[config.mk]
export PLATFORM = sky130hd
export DESIGN_NAME = mem_port_arbiter
export DESIGN_NICKNAME = d
export VERILOG_FILES = /design/src/rtl/mem_pkg.sv /design/src/rtl/rr_arb2.sv /design/src/rtl/mem_port_arbiter.sv
export SDC_FILE = /design/constraint.sdc
export NUM_CORES = 1
export LEC_CHECK = 0
export ABC_CLOCK_PERIOD_IN_PS = 4500
export BUFFER_PORTS_ARGS = -buffer_cell sky130_fd_sc_hd__buf_2
export CAP_MARGIN = 30
export CORE_MARGIN = 2
export CORE_UTILIZATION = 49
export CTS_CLUSTER_SIZE = 10
export DETAILED_ROUTE_END_ITERATION = 6
export GPL_TIMING_DRIVEN = 0
export PLACE_DENSITY = 0.82
export SLEW_MARGIN = 20
export SYNTH_ARGS = -nofsm -noshare
export SYNTH_HDL_FRONTEND = slang
export SYNTH_SLANG_ARGS = --single-unit
[constraint.sdc]
create_clock -name clk -period 4.5 [get_ports clk]
set_input_delay 0.675 -clock clk [delete_from_list [all_inputs] [get_ports clk]]
set_output_delay 0.675 -clock clk [all_outputs]
set_load 0.005 [all_outputs]
[src/rtl/mem_pkg.sv]
// Shared definitions for the memory port arbiter: transfer sizes, FSM states
// and the byte count helper.
package mem_pkg;

    localparam logic [1:0] SZ_BYTE = 2'b00;
    localparam logic [1:0] SZ_HALF = 2'b01;
    localparam logic [1:0] SZ_WORD = 2'b10;

    typedef enum logic [1:0] {
        IDLE  = 2'd0,
        XFER  = 2'd1,
        DRAIN = 2'd2,
        RESP  = 2'd3
    } state_t;

    // Encoding 11 is treated as a full word.
    function automatic logic [2:0] size_bytes(input logic [1:0] sz);
        case (sz)
            SZ_BYTE: size_bytes = 3'd1;
            SZ_HALF: size_bytes = 3'd2;
            default: size_bytes = 3'd4;
        endcase
    endfunction

endpackage

[src/rtl/rr_arb2.sv]
// Two-requester round-robin arbiter. req[0] = fetch, req[1] = data.
// The pointer only moves on a tie, toward the port that lost.
module rr_arb2 #(
    parameter logic RR_INIT = 1'b1
) (
    input  logic       clk,
    input  logic       rst,
    input  logic [1:0] req,
    input  logic       advance,
    output logic [1:0] grant
);

    logic r_ptr;

    always_comb begin
        grant = req;
        if (req == 2'b11) begin
            grant = r_ptr ? 2'b10 : 2'b01;
        end
    end

    always_ff @(posedge clk or posedge rst) begin
        if (rst) begin
            r_ptr <= RR_INIT;
        end else if (advance && (req == 2'b11)) begin
            r_ptr <= grant[0];
        end
    end

endmodule

[src/rtl/mem_port_arbiter.sv]
// Shares the byte-wide RAM between the fetch and load/store ports, running each
// request as 1/2/4 little-endian byte cycles and returning a one-cycle ack.
//
//  state | meaning
//  IDLE  | sample requests, latch the granted one
//  XFER  | one RAM byte cycle per clock (address = base + k)
//  DRAIN | capture the last read byte from the registered RAM output
//  RESP  | ack pulse on the granted port
module mem_port_arbiter
    import mem_pkg::*;
#(
    parameter int   ADDR_W  = 12,
    parameter logic RR_INIT = 1'b1
) (
    input  logic              clk,
    input  logic              rst,
    input  logic              if_req,
    input  logic [ADDR_W-1:0] if_addr,
    output logic [31:0]       if_rdata,
    output logic              if_ack,
    input  logic              d_req,
    input  logic              d_we,
    input  logic [1:0]        d_size,
    input  logic [ADDR_W-1:0] d_addr,
    input  logic [31:0]       d_wdata,
    output logic [31:0]       d_rdata,
    output logic              d_ack,
    output logic              ram_r_wn,
    output logic [ADDR_W-1:0] ram_address,
    output logic [7:0]        ram_data_in,
    input  logic [7:0]        ram_data_out
);

    state_t      r_state;
    state_t      w_state_nxt;
    logic [2:0]  r_cnt;
    logic        r_port;
    logic        r_we;
    logic [1:0]  r_size;
    logic [31:0] r_wdata;
    logic [31:0] r_asm;

    logic [1:0]  w_grant;
    logic [2:0]  w_nbytes;
    logic        w_last;
    logic [1:0]  w_cap_idx;
    logic [31:0] w_asm;

    rr_arb2 #(
        .RR_INIT (RR_INIT)
    ) u_rr_arb2 (
        .clk     (clk),
        .rst     (rst),
        .req     ({d_req, if_req}),
        .advance (r_state == IDLE),
        .grant   (w_grant)
    );

    assign w_nbytes = size_bytes(r_size);
    assign w_last   = (r_cnt == (w_nbytes - 3'd1));

    // RAM output lags the address by one cycle, so XFER captures the previous byte.
    always_comb begin
        w_cap_idx = (r_state == DRAIN) ? r_cnt[1:0] : (r_cnt[1:0] - 2'd1);
        w_asm     = r_asm;
        w_asm[{w_cap_idx, 3'b000} +: 8] = ram_data_out;
    end

    always_ff @(posedge clk or posedge rst) begin
        if (rst) begin
            r_state <= IDLE;
        end else begin
            r_state <= w_state_nxt;
        end
    end

    always_comb begin
        w_state_nxt = r_state;
        ram_r_wn    = 1'b1;
        case (r_state)
            IDLE: begin
                if (|w_grant) begin
                    w_state_nxt = XFER;
                end
            end
            XFER: begin
                ram_r_wn = ~r_we;
                if (w_last) begin
                    w_state_nxt = r_we ? RESP : DRAIN;
                end
            end
            DRAIN: w_state_nxt = RESP;
            RESP:  w_state_nxt = IDLE;
            default: w_state_nxt = IDLE;
        endcase
    end

    always_ff @(posedge clk or posedge rst) begin
        if (rst) begin
            r_cnt       <= 3'd0;
            r_port      <= 1'b0;
            r_we        <= 1'b0;
            r_size      <= SZ_WORD;
            r_wdata     <= 32'd0;
            r_asm       <= 32'd0;
            ram_address <= '0;
            ram_data_in <= 8'd0;
            if_rdata    <= 32'd0;
            d_rdata     <= 32'd0;
            if_ack      <= 1'b0;
            d_ack       <= 1'b0;
        end else begin
            if_ack <= 1'b0;
            d_ack  <= 1'b0;
            case (r_state)
                IDLE: begin
                    if (|w_grant) begin
                        r_port      <= w_grant[1];
                        r_we        <= w_grant[1] & d_we;
                        r_size      <= w_grant[1] ? d_size : SZ_WORD;
                        r_wdata     <= d_wdata;
                        ram_data_in <= d_wdata[7:0];
                        ram_address <= w_grant[1] ? d_addr : if_addr;
                        r_cnt       <= 3'd0;
                        r_asm       <= 32'd0;
                    end
                end
                XFER: begin
                    ram_address <= ram_address + 1'b1;
                    r_wdata     <= r_wdata >> 8;
                    ram_data_in <= r_wdata[15:8];
                    if (!r_we && (r_cnt != 3'd0)) begin
                        r_asm <= w_asm;
                    end
                    if (!w_last) begin
                        r_cnt <= r_cnt + 3'd1;
                    end else if (r_we) begin
                        d_ack <= 1'b1;
                    end
                end
                DRAIN: begin
                    r_asm <= w_asm;
                    if (r_port) begin
                        d_rdata <= w_asm;
                        d_ack   <= 1'b1;
                    end else begin
                        if_rdata <= w_asm;
                        if_ack   <= 1'b1;
                    end
                end
                default: ;
            endcase
        end
    end

endmodule

==> metrics.txt <==
register area share after synthesis 53.2%; Cells after Synth 692; Synth async-reset ratio 100%; Placeable Area 14400 µm²; synthesized area per cell 10.3 µm²; IO Pins 158; P_int 4.10 mW; worst reg-to-reg path cell count 11; largest net degree at the start of global routing 36; Final nets 956; Layout area overhead 24.5%; pwr/cell area 758 nW/µm²; unrepaired setup endpoints after global routing no; vias in the first global route 5966; Root Buffer clkbuf_16; Startpoint Class flip-flop; Critical Path, Cell by Cell clkbuf_1 > inv_1 > ha_1 > nor2_1 > a21o_1 > ha_1 > clkbuf_1 > nor2b_1 > nand2_1 > nor4_4 > a22o_1; kind of critical path reg -> reg; Post-Synth XOR/XNOR Area 0.699%; Clock Path Buffers 2; Die W 125 µm; Seq pwr share 32.7%; Synth Flop Type dfrtp_1; fraction of layout instances using a drive strength above 1 26.0%; Adder-Cell Fraction of Synth Area 2.27%; worst path arrival time 3680 ps; CTS tree done; first-pass GRT wire length 29.9 mm; syn nets 776; Syn Std Cell Area 7160 µm²; Switching Share 39.3%; area of the die 15600 µm²; status finished clean; type of destination of the critical path flip-flop; worst-path maximum fanout 10; detailed router's first-iteration violation count 383; reg-to-reg critical path endpoint r_asm[26]$_DFFE_PP0P_; Rows 44; max-cap violations 0; Fmax 300 MHz; clock share of power 23.3%; Clock Skew 10.6 ps; # DRC 0; measured slew at the worst slew-check pin 769 ps; Pre-antenna DRT Iters 6; initial antenna violation count 1; post-CTS setup buffer count 0; Pins Over Slew Limit 0; hold_buf cts 0; Post-Route WL 17.9 mm; clock slew at reported path FFs 60 ps; post-synth top area cell dfrtp_1; final setup vio count 0; Tot Pwr 6.76 mW; Hold Path Class in -> async; Post-synth EDFFs 0; clk sinks 152; area occupied by multi-input gates 3040 µm²; maximum vdd drop 0.461 mV; number of CTS-inserted buffers 17; wire length per cell 16.7 µm; largest cells by area after synthesis dfrtp_1 (52%), mux2i_1 (7.4%), o21ai_0 (6.5%), nand2_1 (5.5%), a22o_1 (5.0%); DIE HEIGHT 125 µm; post-route ant nets 0; All-Layer GR Usage 23.6%; port bufs 157; area post-placement 8260 µm²; post-synth top area share 52.4%; multiplexer fraction of the synthesized cell area 7.72%; number of fill cells in the layout 1231; initial core utilization 49.6%; Reg2Reg Setup Slack 1170 ps; crit share post-route 74.0%; yosys warns 0; largest family of logic cells by synthesized area compound AO/OA/AOI/OAI gates; unique cell type count in the Yosys netlist 59; Static Leak 4.45 nW; DP HPWL 12.8 mm; register bit count reported by yosys 152; CP max-delay cell nor2b_1; GPL Wtd Cong 0.840; sw power 2.66 mW; routed vias/inst 5.53; Worst slew margin 48.7%; final hold vios 0; clk_lat worst skew 420 ps; Seq. cell area 3810 µm²; vias after detailed routing 5909; Compound-Gate Fraction of Synth Area 17.4%; H-tree depth 4; final instance area 8910 µm²; CP peak stage delay 520 ps; CTS resizes 0; antenna diode count 0; final global-route overflow total 0; Final Critical Period 3330 ps; Setup TNS Final 0 ps; RR Startpoint r_cnt[1]$_DFFE_PP0P_; Synth Area in Simple Gates 14.3%; combinational share of power 44.0%; CP Data Required Time 4850 ps
registers in the layout, indices dropped and copies added, names as in the netlist, 3 cells and up:
register / count
r_wdata: 25
r_asm: 32
ram_data_in: 7
if_rdata: 32
ram_address: 12
d_rdata: 32
r_cnt: 3
Yosys cell counts, drive strengths merged, types with 4 or more instances:
library cell / number
a21oi: 20
a221oi: 7
a22o: 41
and2: 9
and3: 15
buf: 29
clkbuf: 23
dfrtp: 150
ha: 13
inv: 14
mux2i: 53
nand2: 105
nand2b: 5
nand3: 14
nand4: 5
nor2: 17
nor2b: 18
nor3: 5
o211ai: 4
o21ai: 95
power groups by stage:
| stage | registers [mW] | clock network (mW) | logic (mW) |
|---|---|---|---|
| finish | 2.21 | 1.57 | 2.98 |
| global route | 2.27 | 1.66 | 3.33 |
| CTS | 2.21 | 1.60 | 2.99 |
| detailed placement | 2.22 | 0 | 2.97 |
| global placement | 2.20 | 0 | 2.88 |
| floorplan | 2.18 | 0 | 2.03 |
layer usage:
metal  vias to the layer above  share of wire [%]  global-route usage (%)
met3                        20                6.0                    5.97
li1                       2827                  -                       -
met1                      2859                 43                    30.6
met2                       203                 49                    39.6
met4                         0                1.3                    6.80
met5                         -                  0                       0
cell usage in the layout, fill, tap and decap left out, types with 3 or more instances in the layout:
cell        Yosys  routed
buf_2          16     173
dfrtp_1       150     150
nand2_1       105     105
o21ai_0        93      93
mux2i_1        53      53
a22o_1         41      41
clkbuf_1       23      26
a21oi_1        20      20
nor2b_1        18      18
nor2_1         17      17
clkbuf_16       0      17
and3_1         15      15
nand3_1        14      14
inv_1          14      13
ha_1           13      13
buf_4          10      10
and2_1          9       9
a221oi_1        7       7
nand2b_1        5       5
nand4_1         5       5
nor3_1          5       5
bufinv_16       0       5
o211ai_1        4       4
buf_12          0       4
xnor2_1         3       3
and4_1          3       3
clkinvlp_4      0       3
through the flow:
stage               setup WS, ps  util (%)  instances  hold slack [ps]
finish                      1170      61.8       1069              347
global route                 827      61.8       1069              381
CTS                         1200      61.8       1069              357
detailed placement          1240      57.3       1037              465
global placement             985      56.7       1033              457
floorplan                   1880         -        692              450
worst max-delay path: cells and delay by family (launching register included):
family	cells	cell delay, ps
simple gates	4	1120
buf+inv	3	720
fa+ha+maj	2	670
compound gates	2	380
flops	1	340
cell families after synthesis:
logic type | count (synthesis)
AOI/OAI and AO/OA | 193
xor gates and xnor gates | 4
adders and majority gates | 13
buffers and inverters | 66
DFF | 152
muxes | 55
and+or+nand+nor | 209
how the worst max path moves through the flow:
stage / startpoint / endpoint / slack (ps) / cells after the start
floorplan: r_cnt[1]$_DFFE_PP0P_ / r_asm[24]$_DFFE_PP0P_ / 1880 / 11
global placement: rst / if_rdata[7]$_DFFE_PP0P_ / 980 / 2
detailed placement: r_cnt[1]$_DFFE_PP0P_ / r_asm[30]$_DFFE_PP0P_ / 1240 / 11
CTS: r_cnt[1]$_DFFE_PP0P_ / r_asm[26]$_DFFE_PP0P_ / 1200 / 11
global route: r_cnt[1]$_DFFE_PP0P_ / r_asm[24]$_DFFE_PP0P_ / 830 / 11
finish: r_cnt[1]$_DFFE_PP0P_ / r_asm[26]$_DFFE_PP0P_ / 1170 / 11
cell type report:
class / instances / share of cell area (%)
multi-input cells: 474 / 34.1
plain buffers: 52 / 2.92
well taps: 184 / 2.58
clock inverters: 10 / 2.15
repair buffers: 161 / 9.71
flip-flops and latches: 152 / 42.7
inverters: 14 / 0.632
clock buffers: 22 / 5.21
Note: power is estimated with default switching activity, not from simulation.
